### config.mk
export PLATFORM = sky130hd
export DESIGN_NAME = block_dispatcher
export DESIGN_NICKNAME = d
export VERILOG_FILES = /design/src/rtl/coproc_pkg.sv /design/src/rtl/idle_cu_picker.sv /design/src/rtl/block_dispatcher.sv
export SDC_FILE = /design/constraint.sdc
export NUM_CORES = 1
export LEC_CHECK = 0
export ABC_AREA = 1
export BUFFER_PORTS_ARGS = -buffer_cell sky130_fd_sc_hd__buf_2
export CORE_MARGIN = 2
export CORE_UTILIZATION = 60
export DETAILED_ROUTE_END_ITERATION = 16
export GPL_TIMING_DRIVEN = 1
export PLACE_DENSITY = 0.95
export REMOVE_ABC_BUFFERS = 1
export SLEW_MARGIN = 20
export SYNTH_ARGS = -nofsm -noshare
export SYNTH_HDL_FRONTEND = slang
export SYNTH_SLANG_ARGS = --single-unit
### constraint.sdc
create_clock -name i_Clock -period 3.7 [get_ports i_Clock]
set_clock_uncertainty 0.2 [all_clocks]
set_input_delay 0.185 -clock i_Clock [delete_from_list [all_inputs] [get_ports i_Clock]]
set_output_delay 0.185 -clock i_Clock [all_outputs]
set_load 0.01 [all_outputs]
### src/rtl/coproc_pkg.sv
// Shared definitions for the matrix-multiply coprocessor: dispatcher state encoding,
// default geometry and the CU-id width helper used by the worker CU and arbiter.
package coproc_pkg;

  localparam int DEFAULT_NUM_CU      = 4;
  localparam int DEFAULT_INDEX_WIDTH = 8;

  typedef enum logic [2:0] {
    S_IDLE   = 3'd0,
    S_SELECT = 3'd1,
    S_ISSUE  = 3'd2,
    S_DRAIN  = 3'd3,
    S_DONE   = 3'd4
  } state_t;

  // Width of a binary CU id; a single CU still needs one bit.
  function automatic int cu_id_width(input int num_cu);
    if (num_cu > 1) begin
      return $clog2(num_cu);
    end else begin
      return 1;
    end
  endfunction

endpackage

### src/rtl/idle_cu_picker.sv
// Combinational lowest-index picker over the idle workers: one-hot grant plus valid.
module idle_cu_picker
  import coproc_pkg::*;
#(
  parameter int NUM_CU = DEFAULT_NUM_CU
) (
  input  logic [NUM_CU-1:0] busy,
  output logic [NUM_CU-1:0] grant,
  output logic              valid
);

  logic [NUM_CU-1:0] idle_s;

  // Isolating the lowest set bit of the idle vector gives the lowest free CU.
  always_comb begin
    idle_s = ~busy;
    grant  = idle_s & (~idle_s + NUM_CU'(1));
    valid  = |idle_s;
  end

endmodule

### src/rtl/block_dispatcher.sv
// Walks the C_ij output block grid in row-major order and offers each index pair
// to the lowest idle worker CU, then pulses o_Done once every block has returned.
module block_dispatcher
  import coproc_pkg::*;
#(
  parameter int NUM_CU      = DEFAULT_NUM_CU,
  parameter int index_width = DEFAULT_INDEX_WIDTH
) (
  input  logic                   i_Clock,
  input  logic                   i_Reset_n,
  input  logic                   i_Start,
  input  logic [index_width-1:0] i_Block_Count,
  input  logic [NUM_CU-1:0]      i_Indexes_Received,
  input  logic [NUM_CU-1:0]      i_Result_Ready,
  output logic [index_width-1:0] o_Row_Index,
  output logic [index_width-1:0] o_Column_Index,
  output logic [NUM_CU-1:0]      o_Indexes_Ready,
  output logic                   o_Busy,
  output logic                   o_Done
);

  state_t                 state_r;
  logic [index_width-1:0] last_r;
  logic [NUM_CU-1:0]      busy_r;
  logic [NUM_CU-1:0]      grant_s;
  logic                   pick_valid_s;
  logic                   offer_ack_s;
  logic                   last_col_s;
  logic                   last_pair_s;

  idle_cu_picker #(
    .NUM_CU(NUM_CU)
  ) u_picker (
    .busy  (busy_r),
    .grant (grant_s),
    .valid (pick_valid_s)
  );

  // Only the selected CU's acknowledge retires an offer; last_r holds M-1.
  always_comb begin
    offer_ack_s = |(o_Indexes_Ready & i_Indexes_Received);
    last_col_s  = (o_Column_Index == last_r);
    last_pair_s = last_col_s && (o_Row_Index == last_r);
  end

  // Busy mask: results clear bits in any state, an acknowledged offer sets its bit and wins.
  always_ff @(posedge i_Clock or negedge i_Reset_n) begin
    if (!i_Reset_n) begin
      busy_r <= {NUM_CU{1'b0}};
    end else if ((state_r == S_ISSUE) && offer_ack_s) begin
      busy_r <= (busy_r & ~i_Result_Ready) | o_Indexes_Ready;
    end else begin
      busy_r <= busy_r & ~i_Result_Ready;
    end
  end

  // Dispatch FSM with registered index bus, offer, busy and done outputs.
  always_ff @(posedge i_Clock or negedge i_Reset_n) begin
    if (!i_Reset_n) begin
      state_r         <= S_IDLE;
      last_r          <= {index_width{1'b0}};
      o_Row_Index     <= {index_width{1'b0}};
      o_Column_Index  <= {index_width{1'b0}};
      o_Indexes_Ready <= {NUM_CU{1'b0}};
      o_Busy          <= 1'b0;
      o_Done          <= 1'b0;
    end else begin
      o_Done <= 1'b0;
      case (state_r)
        S_IDLE: begin
          if (i_Start) begin
            last_r         <= i_Block_Count - index_width'(1);
            o_Row_Index    <= {index_width{1'b0}};
            o_Column_Index <= {index_width{1'b0}};
            o_Busy         <= 1'b1;
            state_r        <= (i_Block_Count == {index_width{1'b0}}) ? S_DONE : S_SELECT;
          end
        end
        S_SELECT: begin
          if (pick_valid_s) begin
            o_Indexes_Ready <= grant_s;
            state_r         <= S_ISSUE;
          end
        end
        S_ISSUE: begin
          if (offer_ack_s) begin
            o_Indexes_Ready <= {NUM_CU{1'b0}};
            // The final pair leaves the bus at (M-1, M-1) so row never exceeds M-1.
            if (last_pair_s) begin
              state_r <= S_DRAIN;
            end else begin
              state_r <= S_SELECT;
              if (last_col_s) begin
                o_Column_Index <= {index_width{1'b0}};
                o_Row_Index    <= o_Row_Index + index_width'(1);
              end else begin
                o_Column_Index <= o_Column_Index + index_width'(1);
              end
            end
          end
        end
        S_DRAIN: begin
          if (busy_r == {NUM_CU{1'b0}}) begin
            state_r <= S_DONE;
          end
        end
        S_DONE: begin
          o_Done  <= 1'b1;
          o_Busy  <= 1'b0;
          state_r <= S_IDLE;
        end
        default: begin
          state_r         <= S_IDLE;
          o_Indexes_Ready <= {NUM_CU{1'b0}};
          o_Busy          <= 1'b0;
        end
      endcase
    end
  end

endmodule

==> flow_metrics.env, run 1 <==
export IMPL_nFillCells=271
export IMPL_clk_pin_slew_ps=70
export IMPL_grt_max_degree=38
export IMPL_met2_usage_pct=46.88
export IMPL_die_w_um=66.16
export IMPL_overflow=0
export IMPL_design_area_mm2=0.002735
export IMPL_antenna_found_initial=0
export IMPL_synth_area_mm2=0.002318
export IMPL_layout_drive_gt1_share_pct=19.49
export IMPL_drv_slew=0
export IMPL_portBuffers=40
export IMPL_finalSetupViolCount=0
export IMPL_power_density_mw_per_mm2=644.5
export IMPL_antennaDiodeCount=0
export IMPL_gr_usage_met1_pct=37.35
export IMPL_crit_required_ps=3690
export IMPL_cts_tree="done"
export IMPL_hold_class="in2reg"
export IMPL_vias=2323
export IMPL_hold_viol=0
export IMPL_root_buffer="clkbuf_8"
export IMPL_seq_area_um2=925.9
export IMPL_num_rows=22
export IMPL_max_freq_ghz=0.4967
export IMPL_worstSkewPairLatency_ps=290
export IMPL_grt_pass1_vias=2208
export IMPL_outcome="finished clean"
export IMPL_hpwl_mm=4.042
export IMPL_ioPinCount=41
export IMPL_critPathArrivalTime_ps=2000
export IMPL_wire_per_inst_um=12.92
export IMPL_layoutNonFillerInstCount=438
export IMPL_fin_setup_tns_ps=0
export IMPL_synth_cells=338
export IMPL_fp_coreArea_mm2=0.003689
export IMPL_htree_num_levels=2
export IMPL_power_uw=1763
export IMPL_cts_setup_buffers=0
export IMPL_synth_seq_cells=37
export IMPL_grtUsageMet3_pct=7.325
export IMPL_numCtsBuffers=5
export IMPL_busiest_layer="met2"
export IMPL_grt_pass1_wl_mm=9.597
export IMPL_clk_path_buf_depth=2
export IMPL_start_kind="register"
export IMPL_yosysUniqueCellTypes=28
export IMPL_ant_nets=0
export IMPL_dp_cells=424
export IMPL_drv_cap=0
export IMPL_syn_area_per_cell_um2=6.859
export IMPL_hold_ws_ps=13.38
export IMPL_drc=0
export IMPL_power_leakage_uw=0.001422
export IMPL_path_max_fanout=9
export IMPL_synth_warning_count=0
export IMPL_area_growth_pct=17.97
export IMPL_worst_setup_path_type="reg2reg"
export IMPL_grt_setup_unrepaired="no"
export IMPL_finalCritPeriodShare_pct=54.41
export IMPL_gp_congestion=0.9420
export IMPL_irDropWorstVdd_mv=0.5999
export IMPL_start_util_pct=62.86
export IMPL_relSlewSlack_pct=45.38
export IMPL_wirelength_mm=5.658
export IMPL_layout_nets=412
export IMPL_first_pass_iters=5
export IMPL_via_per_inst=5.304
export IMPL_tightestPinTransition_ps=819.3
export IMPL_dieArea_mm2=0.004377
export IMPL_placed_area_mm2=0.002559
export IMPL_grt_usage_pct=29.03
export IMPL_cts_sinks=37
export IMPL_end_kind="register"
export IMPL_ys_seq_area_share_pct=39.94
export IMPL_initialDrtViolationCount=240
export IMPL_dieHeight_um=66.16
export IMPL_multi_input_area_mm2=0.001159
export IMPL_min_period_ps=2013
==> layout make-up <==
| class | count | share of cell area (%) |
|---|---|---|
| clock buffers | 7 | 3.156 |
| clock inverters | 1 | 1.098 |
| inverters | 57 | 7.823 |
| multi-input cells | 242 | 42.36 |
| flip-flops and latches | 37 | 33.85 |
| well taps | 48 | 2.196 |
| repair buffers | 46 | 9.515 |
==> per-stage QoR <==
step                worst slack [ps]  util, %
finish                          1687    74.15
global route                    1506    74.15
CTS                             1735    74.15
detailed placement              1804    69.37
global placement                1864    69.37
floorplan                       2016        -
==> cell families (layout without fill, tap and decap cells) <==
family | count (synthesis) | count (layout) | share of synthesized area [%]
AND/OR/NAND/NOR | 191 | 191 | 36.00
buffers and inverters | 59 | 111 | 10.09
AO/OA/AOI/OAI | 41 | 41 | 9.552
flip-flops | 37 | 37 | 39.94
XOR/XNOR | 6 | 6 | 2.267
adder cells (fa/ha/maj) | 4 | 4 | 2.159
==> report_power, final <==
| group | total (uW) | internal, uW | switching (uW) |
|---|---|---|---|
| combinational | 805 | 239 | 566 |
| clock | 364 | 220 | 144 |
| sequential | 594 | 495 | 99.0 |
==> Yosys cell counts, drive strengths merged <==
| cell | count | share of area (%) |
|---|---|---|
| ha | 4 | 2.2 |
| dfrtp | 37 | 40 |
| nor4 | 1 | 0.27 |
| o22ai | 4 | 1.1 |
| buf | 2 | 0.86 |
| a31oi | 1 | 0.27 |
| nand4 | 13 | 3.5 |
| nand2 | 119 | 21 |
| nand3 | 13 | 3.0 |
| clkinv | 1 | 0.16 |
| xor2 | 6 | 2.3 |
| a21oi | 7 | 1.5 |
| o21ai | 28 | 6.4 |
| inv | 56 | 9.1 |
| nor2 | 41 | 7.3 |
| nor3 | 4 | 1.1 |
| a22oi | 1 | 0.32 |
==> critical path, cell delays in order, from the launching register on <==
cell and delay, ps:
dfrtp_1 480, inv_1 150, nand2_1 110, nand2_1 60, nor2_1 80, nand2_1 90, nor2_4 140, nor2_2 100
inv_2 160, nand3_2 190, nand2_1 120, nand2_1 50
==> path summary, 6_finish.rpt <==
check | from | to | slack [ps] | depth (start not counted)
max | o_Column_Index[5]$_DFFE_PN0P_ | o_Row_Index[1]$_DFFE_PN0P_ | 1690 | 11
min | i_Block_Count[0] | last_r[0]$_DFFE_PN0P_ | 10 | 4
max reg2reg | o_Column_Index[5]$_DFFE_PN0P_ | o_Row_Index[1]$_DFFE_PN0P_ | 1690 | 11
min reg2reg | o_Busy$_DFFE_PN0P_ | o_Busy$_DFFE_PN0P_ | 310 | 2
max in group asynchronous | i_Reset_n | o_Row_Index[5]$_DFFE_PN0P_ | 2470 | 2
min in group asynchronous | i_Reset_n | o_Indexes_Ready[1]$_DFFE_PN0P_ | 320 | 2
==> cells in the final DEF, fill, tap and decap left out, types with 4 or more instances in the layout <==
cell type,Yosys,routed
nand3_1,12,12
a21oi_1,7,7
inv_2,14,14
dlygate4sd3_1,0,6
buf_2,1,40
nand2_1,112,112
nand4_1,13,13
o22ai_1,4,4
inv_1,42,42
nor2_1,37,37
xor2_1,6,6
o21ai_0,18,18
ha_1,4,4
dfrtp_1,37,37
o21ai_1,8,8
clkbuf_8,0,6
nand2_2,5,5
==> flip-flops by register name, summed over array words and instances (netlist names) <==
| register | flops |
|---|---|
| state_r | 3 |
| o_Busy | 1 |
| busy_r | 4 |
| o_Indexes_Ready | 4 |
| o_Row_Index | 8 |
| last_r | 8 |
| o_Done | 1 |
| o_Column_Index | 8 |
==> routing by layer <==
| layer | part of all wire, % | up-vias |
|---|---|---|
| met5 | 0 | - |
| met4 | 1.8 | 0 |
| met3 | 6.8 | 12 |
| met2 | 47 | 89 |
| met1 | 44 | 1056 |
| li1 | - | 1166 |
==> repair_timing <==
action | CTS | global route
endpoints found under the hold margin | 42 | 0
hold buffers | 6 | 0
resized for setup | 0 | 0
Power figures use the tool's default switching activity.
==> inputs of run 2 (changes only) <==
--- a/config.mk
+++ b/config.mk
@@ -8,10 +8,10 @@
 export ABC_AREA = 1
 export BUFFER_PORTS_ARGS = -buffer_cell sky130_fd_sc_hd__buf_2
 export CORE_MARGIN = 2
-export CORE_UTILIZATION = 60
+export CORE_UTILIZATION = 50
 export DETAILED_ROUTE_END_ITERATION = 16
 export GPL_TIMING_DRIVEN = 1
-export PLACE_DENSITY = 0.95
+export PLACE_DENSITY = 0.85
 export REMOVE_ABC_BUFFERS = 1
 export SLEW_MARGIN = 20
 export SYNTH_ARGS = -nofsm -noshare
==> constraint.sdc (replaced) <==
create_clock -name i_Clock -period 1.6 [get_ports i_Clock]
set_clock_uncertainty 0.2 [all_clocks]
set_input_delay 0.08 -clock i_Clock [delete_from_list [all_inputs] [get_ports i_Clock]]
set_output_delay 0.08 -clock i_Clock [all_outputs]
set_load 0.01 [all_outputs]
==> flow_metrics.env, run 2 (synthesized netlist as in run 1, its figures left out) <==
export IMPL_outcome="finished, violations left"
export IMPL_violations="negative setup slack"
export IMPL_hold_class="in2reg"
export IMPL_dieHeight_um=72.10
export IMPL_crit_top_cell="nand2_2"
export IMPL_finalCritPeriodShare_pct=117.6
export IMPL_fin_setup_tns_ps=-4196
export IMPL_ant_nets=0
export IMPL_numCtsBuffers=5
export IMPL_power_leakage_uw=0.001799
export IMPL_drt_met1_wl_mm=2.969
export IMPL_min_delay_path_depth=4
export IMPL_via_per_inst=5.506
export IMPL_start_kind="register"
export IMPL_drv_cap=0
export IMPL_overflow=0
export IMPL_layout_nets=481
export IMPL_grt_max_degree=21
export IMPL_clk_pin_slew_ps=70
export IMPL_ioPinCount=41
export IMPL_start_util_pct=52.52
export IMPL_rr_endpoint="o_Row_Index[0]$_DFFE_PN0P_"
export IMPL_nFillCells=260
export IMPL_finalSetupViolCount=24
export IMPL_wl_met3_um=427
export IMPL_power_density_mw_per_mm2=1520
export IMPL_grt_pass1_wl_mm=11.20
export IMPL_dr_wl_met2_mm=4.028
export IMPL_grt_setup_unrepaired="yes"
export IMPL_die_w_um=72.10
export IMPL_grt_usage_pct=27.40
export IMPL_num_rows=24
export IMPL_worstSkewPairLatency_ps=290
export IMPL_gp_congestion=0.9444
export IMPL_drv_slew=0
export IMPL_top_layer="met4"
export IMPL_r2r_slack_ps=-280
export IMPL_reg_top3="last_r: 8 flops, o_Column_Index: 8 flops, o_Row_Index: 8 flops"
export IMPL_wire_per_inst_um=15.40
export IMPL_portBuffers=40
export IMPL_max_freq_ghz=0.5316
export IMPL_clk_path_buf_depth=2
export IMPL_crit_path_start="last_r[5]$_DFFE_PN0P_"
export IMPL_area_growth_pct=51.48
export IMPL_power_uw=5339
export IMPL_fp_coreArea_mm2=0.004414
export IMPL_vias=2808
export IMPL_crit_required_ps=1630
export IMPL_first_pass_iters=5
export IMPL_end_kind="register"
export IMPL_path_max_fanout=8
export IMPL_hold_start="i_Block_Count[1]"
export IMPL_mostFrequentLayoutCells="86 x nand2_1, 56 x buf_4, 40 x buf_2"
export IMPL_crit_path_max_incr_delay_ps=400
export IMPL_hold_viol=0
export IMPL_layout_drive_gt1_share_pct=43.45
export IMPL_initialDrtViolationCount=224
export IMPL_slowest_stage="dfrtp_1"
export IMPL_cts_sinks=37
export IMPL_antennaDiodeCount=0
export IMPL_drc=0
export IMPL_path_cells="inv_2 -> nand2_1 -> nand2_1 -> nor2_4 -> nand2_2 -> nor2_4 -> nand2_2 -> nand2_4 -> nand2_8 -> nand3_4 -> nand2_2 -> nand2_2"
export IMPL_r2r_worst_path_cells=12
export IMPL_min_period_ps=1881
export IMPL_wirelength_mm=7.856
export IMPL_relSlewSlack_pct=68.92
export IMPL_grt_pass1_vias=2566
export IMPL_critPathArrivalTime_ps=1910
export IMPL_fin_ws_ps=-280.9
export IMPL_regToRegStartpoint="last_r[5]$_DFFE_PN0P_"
export IMPL_dieArea_mm2=0.005198
export IMPL_root_buffer="clkbuf_8"
export IMPL_htree_num_levels=2
export IMPL_irDropWorstVdd_mv=1.199
export IMPL_cts_tree="done"
export IMPL_hpwl_mm=4.565
export IMPL_antenna_found_initial=0
export IMPL_hold_end="last_r[1]$_DFFE_PN0P_"
export IMPL_worst_setup_path_type="reg2reg"
export IMPL_tightestPinTransition_ps=466.2
export IMPL_layout_commonest_cell="nand2_1"
==> run 2: cell count changes in the layout (fill, tap and decap cells not counted), moves of 6 or more <==
cell,change
nor2_1,-13
nand2_2,+22
nor2_2,+8
buf_4,+56
nand2_1,-26
inv_1,-7
o21ai_2,+6
==> run 2: power by group <==
| part | total, uW | internal (uW) | switching (uW) |
|---|---|---|---|
| sequential | 1390 | 1150 | 238 |
| combinational | 3280 | 1300 | 1980 |
| clock | 668 | 342 | 326 |
| total | 5340 | 2790 | 2550 |
==> run 2: area by class of cell <==
cell class | instances | area, um^2 | area share (%)
multi-input cells | 244 | 1395 | 39.72
repair buffers | 113 | 815.8 | 23.23
well taps | 52 | 65.06 | 1.853
clock buffers | 7 | 86.33 | 2.458
inverters | 57 | 219.0 | 6.234
flip-flops and latches | 37 | 930.9 | 26.51
==> run 2: repair_timing <==
item / in CTS / in global routing
setup endpoints to repair: 18 / 29
hold endpoints to repair: 47 / 0
cloned: 2 / 0
setup buffers: 6 / 7
resized for setup: 17 / 67
pin swaps: 11 / 25
hold buffers: 11 / 0
==> run 2: stage by stage <==
step	setup WS, ps	area [um^2]	instances	hold slack [ps]	utilization [%]
6_report	-280.9	3512	510	14.03	79.56
2_1_floorplan	-83.82	2298	336	-415.6	-
4_1_cts	-127.6	3279	503	2.776	74.29
3_3_place_gp	-118.3	2944	477	-161.3	66.70
3_5_place_dp	-172.3	2944	477	-154.4	66.70
5_1_grt	-346.0	3512	510	28.70	79.56
==> run 2: critical path: cells and delay by family (launching register included) <==
kind | cells | cell delay (ps)
AND/OR/NAND/NOR | 11 | 1140
flip-flops | 1 | 400
buffers and inverters | 1 | 70
==> run 2: how the worst max path moves through the flow <==
stage	endpoint	depth (start not counted)
global placement	o_Row_Index[6]$_DFFE_PN0P_	11
floorplan	o_Row_Index[5]$_DFFE_PN0P_	11
global route	o_Row_Index[1]$_DFFE_PN0P_	12
CTS	o_Row_Index[4]$_DFFE_PN0P_	12
detailed placement	o_Row_Index[4]$_DFFE_PN0P_	12
finish	o_Row_Index[0]$_DFFE_PN0P_	12
==> run 2: layer usage <==
metal	track usage, %	vias up
li1	-	1303
met1	32.79	1322
met5	0	-
met3	5.278	44
met2	48.73	139
met4	10.06	0
